**config.mk**
```make
export PLATFORM = sky130hd
export DESIGN_NAME = ceespu_mem_arbiter
export DESIGN_NICKNAME = d
export VERILOG_FILES = /design/src/rtl/ceespu_mem_arbiter.sv
export SDC_FILE = /design/constraint.sdc
export NUM_CORES = 1
export LEC_CHECK = 0
export ABC_AREA = 1
export BUFFER_PORTS_ARGS = -buffer_cell sky130_fd_sc_hd__buf_2
export CAP_MARGIN = 20
export CORE_AREA = 8 8 117 119
export DETAILED_ROUTE_END_ITERATION = 16
export DIE_AREA = 0 0 125 127
export PLACE_DENSITY_LB_ADDON = 0.05
export RECOVER_POWER = 25
export SLEW_MARGIN = 10
export SYNTH_ARGS = -nofsm -noshare
export SYNTH_HDL_FRONTEND = slang
export SYNTH_SLANG_ARGS = --single-unit
```
**constraint.sdc**
```tcl
create_clock -name I_clk -period 1.3 [get_ports I_clk]
set_clock_uncertainty 0.1 [all_clocks]
set_input_delay 0.195 -clock I_clk [delete_from_list [all_inputs] [get_ports I_clk]]
set_output_delay 0.195 -clock I_clk [all_outputs]
set_load 0.1 [all_outputs]
```
**src/rtl/ceespu_mem_arbiter.sv**
```systemverilog
// Three-way arbiter (debug > data > fetch) for one single-port RAM, with debug lock.
// Optional fetch anti-starvation boost: define CEESPU_ARB_FAIRNESS_EN.
module ceespu_mem_arbiter #(
  parameter int ADDR_W       = 16,
  parameter int STARVE_LIMIT = 4
) (
  input  logic              I_clk,
  input  logic              I_rst,
  input  logic              I_ifReq,
  input  logic [ADDR_W-1:0] I_ifAddr,
  output logic              O_ifGnt,
  output logic              O_ifValid,
  output logic [31:0]       O_ifData,
  input  logic              I_dReq,
  input  logic [ADDR_W-1:0] I_dAddr,
  input  logic [3:0]        I_dWe,
  input  logic [31:0]       I_dWData,
  output logic              O_dGnt,
  output logic              O_dValid,
  output logic [31:0]       O_dData,
  input  logic              I_dbgReq,
  input  logic              I_dbgLock,
  input  logic [ADDR_W-1:0] I_dbgAddr,
  input  logic [3:0]        I_dbgWe,
  input  logic [31:0]       I_dbgWData,
  output logic              O_dbgGnt,
  output logic              O_dbgValid,
  output logic [31:0]       O_dbgData,
  output logic              O_memE,
  output logic [3:0]        O_memWe,
  output logic [ADDR_W-1:0] O_memAddr,
  output logic [31:0]       O_memWData,
  input  logic [31:0]       I_memData,
  output logic              O_stall
);

  if (STARVE_LIMIT < 1 || STARVE_LIMIT > 15) begin : g_bad_limit
    $error("STARVE_LIMIT must be 1..15");
  end

  typedef enum logic {FREE, LOCKED} lock_e;
  typedef enum logic [1:0] {OWN_NONE, OWN_IF, OWN_D, OWN_DBG} own_e;

  lock_e lockState_q;
  own_e  owner_q, owner_d;
  logic  ownerRd_q, ownerRd_d;
  logic  fetchBoost;

`ifdef CEESPU_ARB_FAIRNESS_EN
  localparam logic [3:0] LIMIT = 4'(STARVE_LIMIT);
  logic [3:0] starveCnt_q, starveCnt_d;

  assign fetchBoost = (lockState_q == FREE) && (starveCnt_q >= LIMIT);

  always_comb begin
    starveCnt_d = starveCnt_q;
    if (O_ifGnt || !I_ifReq)
      starveCnt_d = '0;
    else if (lockState_q == FREE && starveCnt_q != 4'hF)
      starveCnt_d = starveCnt_q + 4'd1;
  end

  always_ff @(posedge I_clk or posedge I_rst) begin
    if (I_rst) starveCnt_q <= '0;
    else       starveCnt_q <= starveCnt_d;
  end
`else
  assign fetchBoost = 1'b0;
`endif

  always_comb begin
    O_ifGnt  = 1'b0;
    O_dGnt   = 1'b0;
    O_dbgGnt = 1'b0;
    if (!I_rst) begin
      if (lockState_q == LOCKED)       O_dbgGnt = I_dbgReq;
      else if (fetchBoost && I_ifReq)  O_ifGnt  = 1'b1;
      else if (I_dbgReq)               O_dbgGnt = 1'b1;
      else if (I_dReq)                 O_dGnt   = 1'b1;
      else if (I_ifReq)                O_ifGnt  = 1'b1;
    end
  end

  always_comb begin
    O_memWe    = '0;
    O_memAddr  = '0;
    O_memWData = '0;
    owner_d    = OWN_NONE;
    unique case (1'b1)
      O_dbgGnt: begin
        O_memWe    = I_dbgWe;
        O_memAddr  = I_dbgAddr;
        O_memWData = I_dbgWData;
        owner_d    = OWN_DBG;
      end
      O_dGnt: begin
        O_memWe    = I_dWe;
        O_memAddr  = I_dAddr;
        O_memWData = I_dWData;
        owner_d    = OWN_D;
      end
      O_ifGnt: begin
        O_memAddr  = I_ifAddr;
        owner_d    = OWN_IF;
      end
      default: ;
    endcase
  end

  assign O_memE    = O_ifGnt | O_dGnt | O_dbgGnt;
  assign ownerRd_d = O_memE && (O_memWe == 4'h0);
  assign O_stall   = (I_ifReq & ~O_ifGnt) | (I_dReq & ~O_dGnt);

  always_ff @(posedge I_clk or posedge I_rst) begin
    if (I_rst) begin
      lockState_q <= FREE;
      owner_q     <= OWN_NONE;
      ownerRd_q   <= 1'b0;
    end else begin
      owner_q   <= owner_d;
      ownerRd_q <= ownerRd_d;
      if (lockState_q == FREE && O_dbgGnt && I_dbgLock)
        lockState_q <= LOCKED;
      else if (lockState_q == LOCKED && !I_dbgLock)
        lockState_q <= FREE;
    end
  end

  assign O_ifValid  = (owner_q == OWN_IF)  && ownerRd_q;
  assign O_dValid   = (owner_q == OWN_D)   && ownerRd_q;
  assign O_dbgValid = (owner_q == OWN_DBG) && ownerRd_q;
  assign O_ifData   = I_memData;
  assign O_dData    = I_memData;
  assign O_dbgData  = I_memData;

endmodule
```
==> results of run 1 <==
==> timing repair <==
| action | 4_1_cts | 5_1_grt |
|---|---|---|
| resized for setup | 18 | 15 |
| gates cloned | 2 | 2 |
| hold endpoints to repair | 4 | 0 |
| pin swaps | 4 | 0 |
| buffers inserted | 2 | 3 |
| setup endpoints to repair | 60 | 61 |
| hold buffers | 1 | 0 |
==> final cells by class <==
cell class	instances	area [um2]	area share
inverters	13	76.3	0.0192
flip-flops and latches	4	100	0.0252
well taps	147	184	0.0462
multi-input cells	125	1340	0.337
clock buffers	3	75.1	0.0189
repair buffers	212	2190	0.551
repair inverters	1	8.76	0.00220
==> cells in the mapped netlist (all sizes together) <==
cell and n:
buf 107, nand2 61, a22o 32, nand3 21, inv 13, nor2 5
dfrtp 4, nor3 3, a21boi 1, o21ai 1, o22ai 1
==> power breakdown <==
part	internal (mW)	switching, mW
logic	0.824	1.23
registers	0.135	0.00896
clock network	0.394	0.0940
==> final timing paths <==
path | depth (start not counted) | to | startpoint
max | 6 | O_memWe[2] | lockState_q$_DFFE_PP0P_
max in group asynchronous | 4 | ownerRd_q$_DFF_PP0_ | I_rst
min in group asynchronous | 4 | lockState_q$_DFFE_PP0P_ | I_rst
min reg2reg | 3 | lockState_q$_DFFE_PP0P_ | lockState_q$_DFFE_PP0P_
max reg2reg | 9 | ownerRd_q$_DFF_PP0_ | lockState_q$_DFFE_PP0P_
min | 2 | lockState_q$_DFFE_PP0P_ | I_dbgLock
==> cells by family after synthesis <==
| logic type | after synthesis | share of synthesized area |
|---|---|---|
| AOI/OAI and AO/OA | 35 | 0.175 |
| and+or+nand+nor | 90 | 0.239 |
| DFF | 4 | 0.0580 |
| buffers and inverters | 120 | 0.528 |
==> flip-flops by register name, indices dropped and copies added, names as in the netlist <==
signal       flops
lockState_q      1
owner_q          2
ownerRd_q        1
==> layout by cell type (no fill, tap or decap) <==
cell,netlist,final
sky130_fd_sc_hd__dfrtp_1,4,4
sky130_fd_sc_hd__nor3_4,0,3
sky130_fd_sc_hd__a22o_4,0,32
sky130_fd_sc_hd__clkbuf_16,0,5
sky130_fd_sc_hd__nand3_4,1,19
sky130_fd_sc_hd__clkinv_8,0,1
sky130_fd_sc_hd__inv_6,1,2
sky130_fd_sc_hd__nor2_1,3,3
sky130_fd_sc_hd__inv_2,2,5
sky130_fd_sc_hd__o22ai_4,0,1
sky130_fd_sc_hd__nor2_4,2,2
sky130_fd_sc_hd__buf_2,0,125
sky130_fd_sc_hd__buf_6,9,5
sky130_fd_sc_hd__a21boi_0,1,1
sky130_fd_sc_hd__inv_8,0,1
sky130_fd_sc_hd__nand3_2,0,2
sky130_fd_sc_hd__buf_16,0,1
sky130_fd_sc_hd__dlygate4sd3_1,0,1
sky130_fd_sc_hd__buf_4,96,11
sky130_fd_sc_hd__buf_12,0,67
sky130_fd_sc_hd__inv_1,8,4
sky130_fd_sc_hd__nand2_2,1,8
sky130_fd_sc_hd__o21ai_4,0,1
sky130_fd_sc_hd__inv_4,2,1
sky130_fd_sc_hd__nand2_1,58,46
sky130_fd_sc_hd__nand2_4,2,7
==> metal layers <==
layer / part of all wire / up-vias / GRT usage
met5: 0 / - / 0
met4: 0.024 / 0 / 0.0437
met3: 0.11 / 28 / 0.0403
met2: 0.51 / 121 / 0.184
met1: 0.35 / 857 / 0.103
li1: - / 944 / -
==> summary.log, run 1 <==
INFO  floorplan      initial_core_util=0.146
INFO  hold_path      min-delay-path-class=in2reg
INFO  place          placed_cell_area=3630um2
INFO  layout         finish.net_count=518
INFO  floorplan      die_w=125um
INFO  layout         final_core_util=0.337
INFO  place          placed_cells_incl_taps=493
INFO  run            max_cap_violations=0
INFO  global_route   global_route.usage.total=0.102
INFO  pwr            total_power=2.69mW
INFO  pwr            pwr_density_cell=676nW/um2
INFO  detailed_routing drcViolationCount=0
INFO  worst_setup_path cpLargestDelayFamily=buffers and inverters
INFO  sta            report.final.hold_viol_count=0
INFO  logic_synthesis mappedNetlistArea=1730um2
INFO  logic_synthesis syn_avg_cell_area=6.93um2
INFO  detailed_routing routed_wl_per_cell=17.1um
INFO  floorplan      design.portCount=314
INFO  worst_setup_path setup.worst_path.class=reg2out
INFO  floorplan      total_die_area=15900um2
INFO  clock_tree     clock_network_latency_to_the_later_pin_of_the_worst_skew_pair=0.23ns
INFO  detailed_routing drt-pass1-iter-count=4
INFO  clock_tree     tritoncts.num_buffers=3
INFO  global_route   grt_pass1_vias=2248
INFO  sta            rsz0062_at_grt=yes
INFO  logic_synthesis yosys_reg_bits=4
INFO  global_route   global_route.overflow_total=0
INFO  status         violated_checks=setup timing
INFO  detailed_routing avgViaCountPerCell=3.86
INFO  layout         fin_area=3980um2
INFO  logic_synthesis post_synth_inst_count=249
INFO  worst_setup_path ff2ff_setup_slack=-0.20ns
INFO  sta            timing.max_slew.rel_slack=0.871
INFO  layout         layout.cells.non_filler=505
INFO  pwr            vdd_drop_max=0.320mV
INFO  layout         antenna_cells=0
INFO  global_route   grt_max_degree=20
INFO  clock_tree     cts.sink_count=4
INFO  sta            fin_crit=1.76ns
INFO  detailed_routing final_antenna_net_count=0
INFO  place          routabilityCongestion=0.662
INFO  logic_synthesis library_cell_occupying_the_most_area_in_the_post_synthesis_netlist=sky130_fd_sc_hd__buf_4
INFO  sta            layout_worst_path_cycle_share=1.36
INFO  clock_tree     cts_tree=built
INFO  place          hpwlAfterDp=7230um
INFO  worst_setup_path cpMaxStageDelayCell=sky130_fd_sc_hd__dfrtp_1
INFO  floorplan      rows=40
INFO  sta            fmax=567MHz
INFO  worst_setup_path critical-path-max-stage-delay=0.40ns
INFO  sta            worst-slew-pin-transition=0.193ns
INFO  logic_synthesis synth_cell_types=20
INFO  clock_tree     h-tree-depth=1
INFO  detailed_routing first_iter_violations=33
INFO  sta            setup-tns-final=-23.73ns
INFO  floorplan      coreArea=11800um2
INFO  worst_setup_path worst_setup_path_start_kind=register
INFO  layout         post_route_cells_drive_above_1_share=0.835
INFO  clock_tree     cts_root_buffer=sky130_fd_sc_hd__clkbuf_16
INFO  logic_synthesis synth_top_area_share=0.417
INFO  sta            hold_slack=0.131ns
INFO  sta            slew_viol_final=0
INFO  layout         area.growth.synth_to_final=130%
INFO  logic_synthesis post_synth_main_area_contributors=sky130_fd_sc_hd__buf_4 42%, sky130_fd_sc_hd__a22o_1 16%, sky130_fd_sc_hd__nand2_1 13%, sky130_fd_sc_hd__buf_6 5.9%, sky130_fd_sc_hd__dfrtp_1 5.8%
INFO  sta            postLayoutSetupSlackWorst=-0.464ns
INFO  worst_setup_path critPathRequiredTime=1.00ns
INFO  status         run_status=complete, but fails checks
INFO  global_route   grt_antenna_before_repair=0
INFO  place          io_buffer_count=185
INFO  worst_setup_path crit_arrival=1.47ns
INFO  logic_synthesis syn-num-nets=407
INFO  logic_synthesis ys.warnings.count=0
INFO  logic_synthesis seq_area_frac_synth=0.0580
INFO  place          place_worst_setup_slack=-0.264ns
INFO  layout         num-fill-cells=1222
INFO  worst_setup_path critical_path.max_fanout=3
INFO  detailed_routing num_vias=1950
INFO  pwr            cellLeakagePower=1.99nW
INFO  global_route   wire_length_of_the_first_global_routing_pass=12900um
INFO  floorplan      die_height=127um
INFO  detailed_routing wl=8620um
INFO  clock_tree     cts.reportedPaths.clkPinSlew=0.03ns
INFO  worst_setup_path crit_buf_inv=3
INFO  worst_setup_path worstSetupEndpointType=output pin
INFO  worst_setup_path crit_path_cell_trace=nor2_4 -> nand2_4 -> buf_4 -> buf_6 -> o21ai_4 -> buf_12
INFO  sta            report.final.setup_viol=60
INFO  clock_tree     cts-root-to-sink-buffers=2
(Power assumes the default switching activity.)
==> run 2: changes to the inputs <==
--- a/config.mk
+++ b/config.mk
@@ -5,13 +5,12 @@
 export SDC_FILE = /design/constraint.sdc
 export NUM_CORES = 1
 export LEC_CHECK = 0
-export ABC_AREA = 1
 export BUFFER_PORTS_ARGS = -buffer_cell sky130_fd_sc_hd__buf_2
 export CAP_MARGIN = 20
-export CORE_AREA = 8 8 117 119
+export CORE_AREA = 8 8 115 117
 export DETAILED_ROUTE_END_ITERATION = 16
-export DIE_AREA = 0 0 125 127
-export PLACE_DENSITY_LB_ADDON = 0.05
+export DIE_AREA = 0 0 123 125
+export PLACE_DENSITY = 0.54
 export RECOVER_POWER = 25
 export SLEW_MARGIN = 10
 export SYNTH_ARGS = -nofsm -noshare
==> summary.log, run 2 <==
INFO  status         run_status=complete, but fails checks [unchanged]
INFO  status         violated_checks=setup timing [unchanged]
INFO  layout         area.growth.synth_to_final=146% [was 130%]
INFO  floorplan      rows=40 [unchanged]
INFO  hold_path      min-delay-path-class=in2reg [unchanged]
INFO  layout         multi_input_comb_area=1290um2 [was 1340 um2]
INFO  detailed_routing drcViolationCount=0 [unchanged]
INFO  worst_setup_path worstReg2RegEnd=owner_q[0]$_DFF_PP0_ [was ownerRd_q$_DFF_PP0_]
INFO  logic_synthesis mappedNetlistArea=1680um2 [was 1730 um2]
INFO  worst_setup_path cpMaxStageDelayCell=sky130_fd_sc_hd__or4bb_4 [was sky130_fd_sc_hd__dfrtp_1]
INFO  layout         antenna_cells=0 [unchanged]
INFO  logic_synthesis synth_top_area_share=0.435 [was 0.417]
INFO  logic_synthesis post_synth_main_area_contributors=sky130_fd_sc_hd__buf_4 43%, sky130_fd_sc_hd__a22o_1 25%, sky130_fd_sc_hd__a21o_1 7.2%, sky130_fd_sc_hd__dfrtp_1 6.0%, sky130_fd_sc_hd__nor4b_4 2.8% [was sky130_fd_sc_hd__buf_4 42%, sky130_fd_sc_hd__a22o_1 16%, sky130_fd_sc_hd__nand2_1 13%, sky130_fd_sc_hd__buf_6 5.9%, sky130_fd_sc_hd__dfrtp_1 5.8%]
INFO  hold_path      hold_path_depth=2 [unchanged]
INFO  pwr            pwr_density_cell=677nW/um2 [was 676 nW/um2]
INFO  logic_synthesis library_cell_occupying_the_most_area_in_the_post_synthesis_netlist=sky130_fd_sc_hd__buf_4 [unchanged]
INFO  detailed_routing num_vias=2030 [was 1950]
INFO  logic_synthesis asyncSetResetFlopFracSynth=1.00 [unchanged]
INFO  logic_synthesis syn-num-nets=372 [was 407]
INFO  clock_tree     cts-root-to-sink-buffers=2 [unchanged]
INFO  sta            worst-slew-pin-transition=0.322ns [was 0.193 ns]
INFO  global_route   grt_pass1_vias=2319 [was 2248]
INFO  run            max_cap_violations=0 [unchanged]
INFO  floorplan      initial_core_util=0.144 [was 0.146]
INFO  layout         layout_commonest_cell=sky130_fd_sc_hd__buf_2 [unchanged]
INFO  clock_tree     cts.sink_count=4 [unchanged]
INFO  detailed_routing first_iter_violations=65 [was 33]
INFO  global_route   grt_antenna_before_repair=0 [unchanged]
INFO  sta            fmax=499MHz [was 567 MHz]
INFO  layout         finish.net_count=503 [was 518]
INFO  layout         largestRegisters=owner_q: 2 flops, lockState_q: 1 flops, ownerRd_q: 1 flops [unchanged]
INFO  worst_setup_path ff2ff_setup_slack=-0.33ns [was -0.20 ns]
INFO  layout         layout.cells.non_filler=490 [was 505]
INFO  logic_synthesis yosys.cell_count.top_type=sky130_fd_sc_hd__buf_4 [unchanged]
INFO  detailed_routing final_antenna_net_count=0 [unchanged]
INFO  worst_setup_path rr_worst_depth=7 [was 9]
INFO  pwr            cellLeakagePower=2.03nW [was 1.99 nW]
INFO  sta            hold_slack=0.107ns [was 0.131 ns]
INFO  worst_setup_path critical_path.startpoint=lockState_q$_DFFE_PP0P_ [unchanged]
INFO  worst_setup_path worst_setup_path_start_kind=register [unchanged]
INFO  detailed_routing routed_wl_per_cell=20.4um [was 17.1 um]
INFO  worst_setup_path critical-path-max-stage-delay=0.54ns [was 0.40 ns]
INFO  clock_tree     cts.reportedPaths.clkPinSlew=0.03ns [about the same]
INFO  logic_synthesis synth-edff-count=0 [unchanged]
INFO  logic_synthesis synth_cell_types=23 [was 20]
INFO  place          hpwlAfterDp=7960um [was 7230 um]
INFO  logic_synthesis post_synth_inst_count=214 [was 249]
INFO  floorplan      coreArea=11600um2 [was 11800 um2]
INFO  global_route   grt_max_degree=19 [was 20]
INFO  global_route   global_route.overflow_total=0 [unchanged]
INFO  clock_tree     post_cts_hold_buffer_count=0 [was 1]
INFO  detailed_routing drt-pass1-iter-count=4 [unchanged]
INFO  worst_setup_path worstSetupEndpointType=output pin [unchanged]
INFO  sta            slew_viol_final=0 [unchanged]
INFO  logic_synthesis ys.warnings.count=0 [unchanged]
INFO  clock_tree     h-tree-depth=1 [unchanged]
INFO  global_route   wire_length_of_the_first_global_routing_pass=14000um [was 12900 um]
INFO  floorplan      die_height=125um [was 127 um]
INFO  layout         largest_register_ffs=2 [unchanged]
INFO  place          place_worst_setup_slack=-0.466ns [was -0.264 ns]
INFO  detailed_routing wl=10000um [was 8620 um]
INFO  sta            report.final.setup_viol=62 [was 60]
INFO  hold_path      worstHoldEndpoint=lockState_q$_DFFE_PP0P_ [unchanged]
INFO  worst_setup_path setup.worst_path.class=reg2out [unchanged]
INFO  clock_tree     clock_network_latency_to_the_later_pin_of_the_worst_skew_pair=0.22ns [was 0.23 ns]
INFO  layout         final-seq-area=101um2 [was 100 um2]
INFO  worst_setup_path crit_buf_inv=2 [was 3]
INFO  sta            fin_crit=2.00ns [was 1.76 ns]
INFO  worst_setup_path crit_arrival=1.71ns [was 1.47 ns]
INFO  pwr            vdd_drop_max=0.487mV [was 0.320 mV]
INFO  floorplan      die_w=123um [was 125 um]
INFO  sta            setup-tns-final=-37.49ns [was -23.73 ns]
INFO  worst_setup_path critPathRequiredTime=1.00ns [about the same]
INFO  clock_tree     cts_root_buffer=sky130_fd_sc_hd__clkbuf_16 [unchanged]
INFO  floorplan      design.portCount=314 [unchanged]
INFO  clock_tree     tritoncts.num_buffers=3 [unchanged]
INFO  clock_tree     cts_tree=built [unchanged]
INFO  detailed_routing avgViaCountPerCell=4.14 [was 3.86]
INFO  sta            postLayoutSetupSlackWorst=-0.704ns [was -0.464 ns]
INFO  layout         register_bank_with_the_most_flops=owner_q [unchanged]
INFO  logic_synthesis synth_common_cells=97 x sky130_fd_sc_hd__buf_4, 48 x sky130_fd_sc_hd__a22o_1, 16 x sky130_fd_sc_hd__a21o_1, 9 x sky130_fd_sc_hd__buf_2, 6 x sky130_fd_sc_hd__nand2_1 [was 96 x sky130_fd_sc_hd__buf_4, 58 x sky130_fd_sc_hd__nand2_1, 32 x sky130_fd_sc_hd__a22o_1, 20 x sky130_fd_sc_hd__nand3_1, 9 x sky130_fd_sc_hd__buf_6]
INFO  place          io_buffer_count=185 [unchanged]
INFO  sta            timing.max_slew.rel_slack=0.782 [was 0.871]
INFO  layout         most_used_cells_in_the_layout_excluding_fill_and_tap_cells=123 x sky130_fd_sc_hd__buf_2, 68 x sky130_fd_sc_hd__buf_12, 32 x sky130_fd_sc_hd__a22o_4, 24 x sky130_fd_sc_hd__buf_4, 16 x sky130_fd_sc_hd__a22o_1 [was 125 x sky130_fd_sc_hd__buf_2, 67 x sky130_fd_sc_hd__buf_12, 46 x sky130_fd_sc_hd__nand2_1, 32 x sky130_fd_sc_hd__a22o_4, 19 x sky130_fd_sc_hd__nand3_4]
INFO  worst_setup_path r2r_start=lockState_q$_DFFE_PP0P_ [unchanged]
INFO  layout         num-fill-cells=1138 [was 1222]
INFO  worst_setup_path critical_path.max_fanout=4 [was 3]
INFO  layout         final_core_util=0.355 [was 0.337]
INFO  logic_synthesis yosys_reg_bits=4 [unchanged]
INFO  sta            rsz0062_at_grt=yes [unchanged]
INFO  sta            layout_worst_path_cycle_share=1.54 [was 1.36]
INFO  logic_synthesis seq_area_frac_synth=0.0597 [was 0.0580]
INFO  global_route   global_route.usage.total=0.117 [was 0.102]
INFO  logic_synthesis synth_flop_cell=sky130_fd_sc_hd__dfrtp_1 [unchanged]
INFO  sta            report.final.hold_viol_count=0 [unchanged]
INFO  hold_path      worst_hold_startpoint=I_dbgLock [unchanged]
INFO  place          placed_cells_incl_taps=468 [was 493]
INFO  floorplan      total_die_area=15400um2 [was 15900 um2]
INFO  layout         post_route_cells_drive_above_1_share=0.901 [was 0.835]
INFO  worst_setup_path cpLargestDelayFamily=simple AND/OR/NAND/NOR gates [was buffers and inverters]
INFO  worst_setup_path crit_path_cell_trace=buf_4 -> or4bb_4 -> a21oi_4 -> buf_12 [was nor2_4 -> nand2_4 -> buf_4 -> buf_6 -> o21ai_4 -> buf_12]
INFO  logic_synthesis syn_avg_cell_area=7.83um2 [was 6.93 um2]
INFO  place          routabilityCongestion=0.797 [was 0.662]
==> run 2: cell count changes after synthesis, moves of 3 or more <==
| cell | before | now |
|---|---|---|
| sky130_fd_sc_hd__buf_2 | 0 | 9 |
| sky130_fd_sc_hd__a21o_1 | 0 | 16 |
| sky130_fd_sc_hd__nor3_1 | 3 | 0 |
| sky130_fd_sc_hd__a22o_1 | 32 | 48 |
| sky130_fd_sc_hd__clkbuf_1 | 0 | 5 |
| sky130_fd_sc_hd__nand3_1 | 20 | 0 |
| sky130_fd_sc_hd__a21oi_1 | 0 | 5 |
| sky130_fd_sc_hd__nand2_1 | 58 | 6 |
| sky130_fd_sc_hd__inv_1 | 8 | 3 |
| sky130_fd_sc_hd__buf_6 | 9 | 0 |
==> run 2: what timing repair did <==
item,CTS,global route
resized for setup,22,9
pin swaps,18,6
setup endpoints to repair,62,63
setup buffers,11,3
cloned,3,2
==> run 2: cell type report <==
type,instances,share of cell area
inverter,3,0.00273
multi-input combinational,96,0.312
clock buffer,3,0.0182
sequential,4,0.0246
tap,147,0.0446
timing repair buffer,237,0.598
==> run 2: kinds of logic after synthesis <==
| logic type | after synthesis | synth area share |
|---|---|---|
| compound gates | 73 | 0.357 |
| buf+inv | 114 | 0.479 |
| simple gates | 23 | 0.104 |
| flops | 4 | 0.0597 |
==> run 2: power by group <==
group / leakage [nW] / switching, mW / internal, mW
registers: 0.0504 / 0.00920 / 0.134
clock network: 0.0370 / 0.0860 / 0.393
logic: 1.94 / 1.25 / 0.926
total: 2.03 / 1.34 / 1.45
==> run 2: worst max path at each step <==
| stage | endpoint | depth (start not counted) | slack, ns |
|---|---|---|---|
| final | O_memWe[3] | 4 | -0.70 |
| after global routing | O_memWData[20] | 6 | -0.75 |
| after CTS | O_memWData[10] | 6 | -0.69 |
| after detailed placement | O_memWData[10] | 5 | -0.47 |
| after global placement | O_memWData[10] | 5 | -0.45 |
| after floorplan | O_memAddr[0] | 4 | -0.63 |
==> run 2: through the flow <==
step	instance area [um2]	power (mW)
after global routing	4130	2.88
final	4130	2.80
after CTS	4030	2.79
after global placement	3700	2.21
after floorplan	2200	2.74
after detailed placement	3700	2.22
==> run 2: layer usage <==
layer	global-route usage	wire, um	vias up
li1	-	-	928
met1	0.122	3400	934
met2	0.211	5180	134
met3	0.0419	1170	34
met4	0.0404	258	0
met5	0	0	-
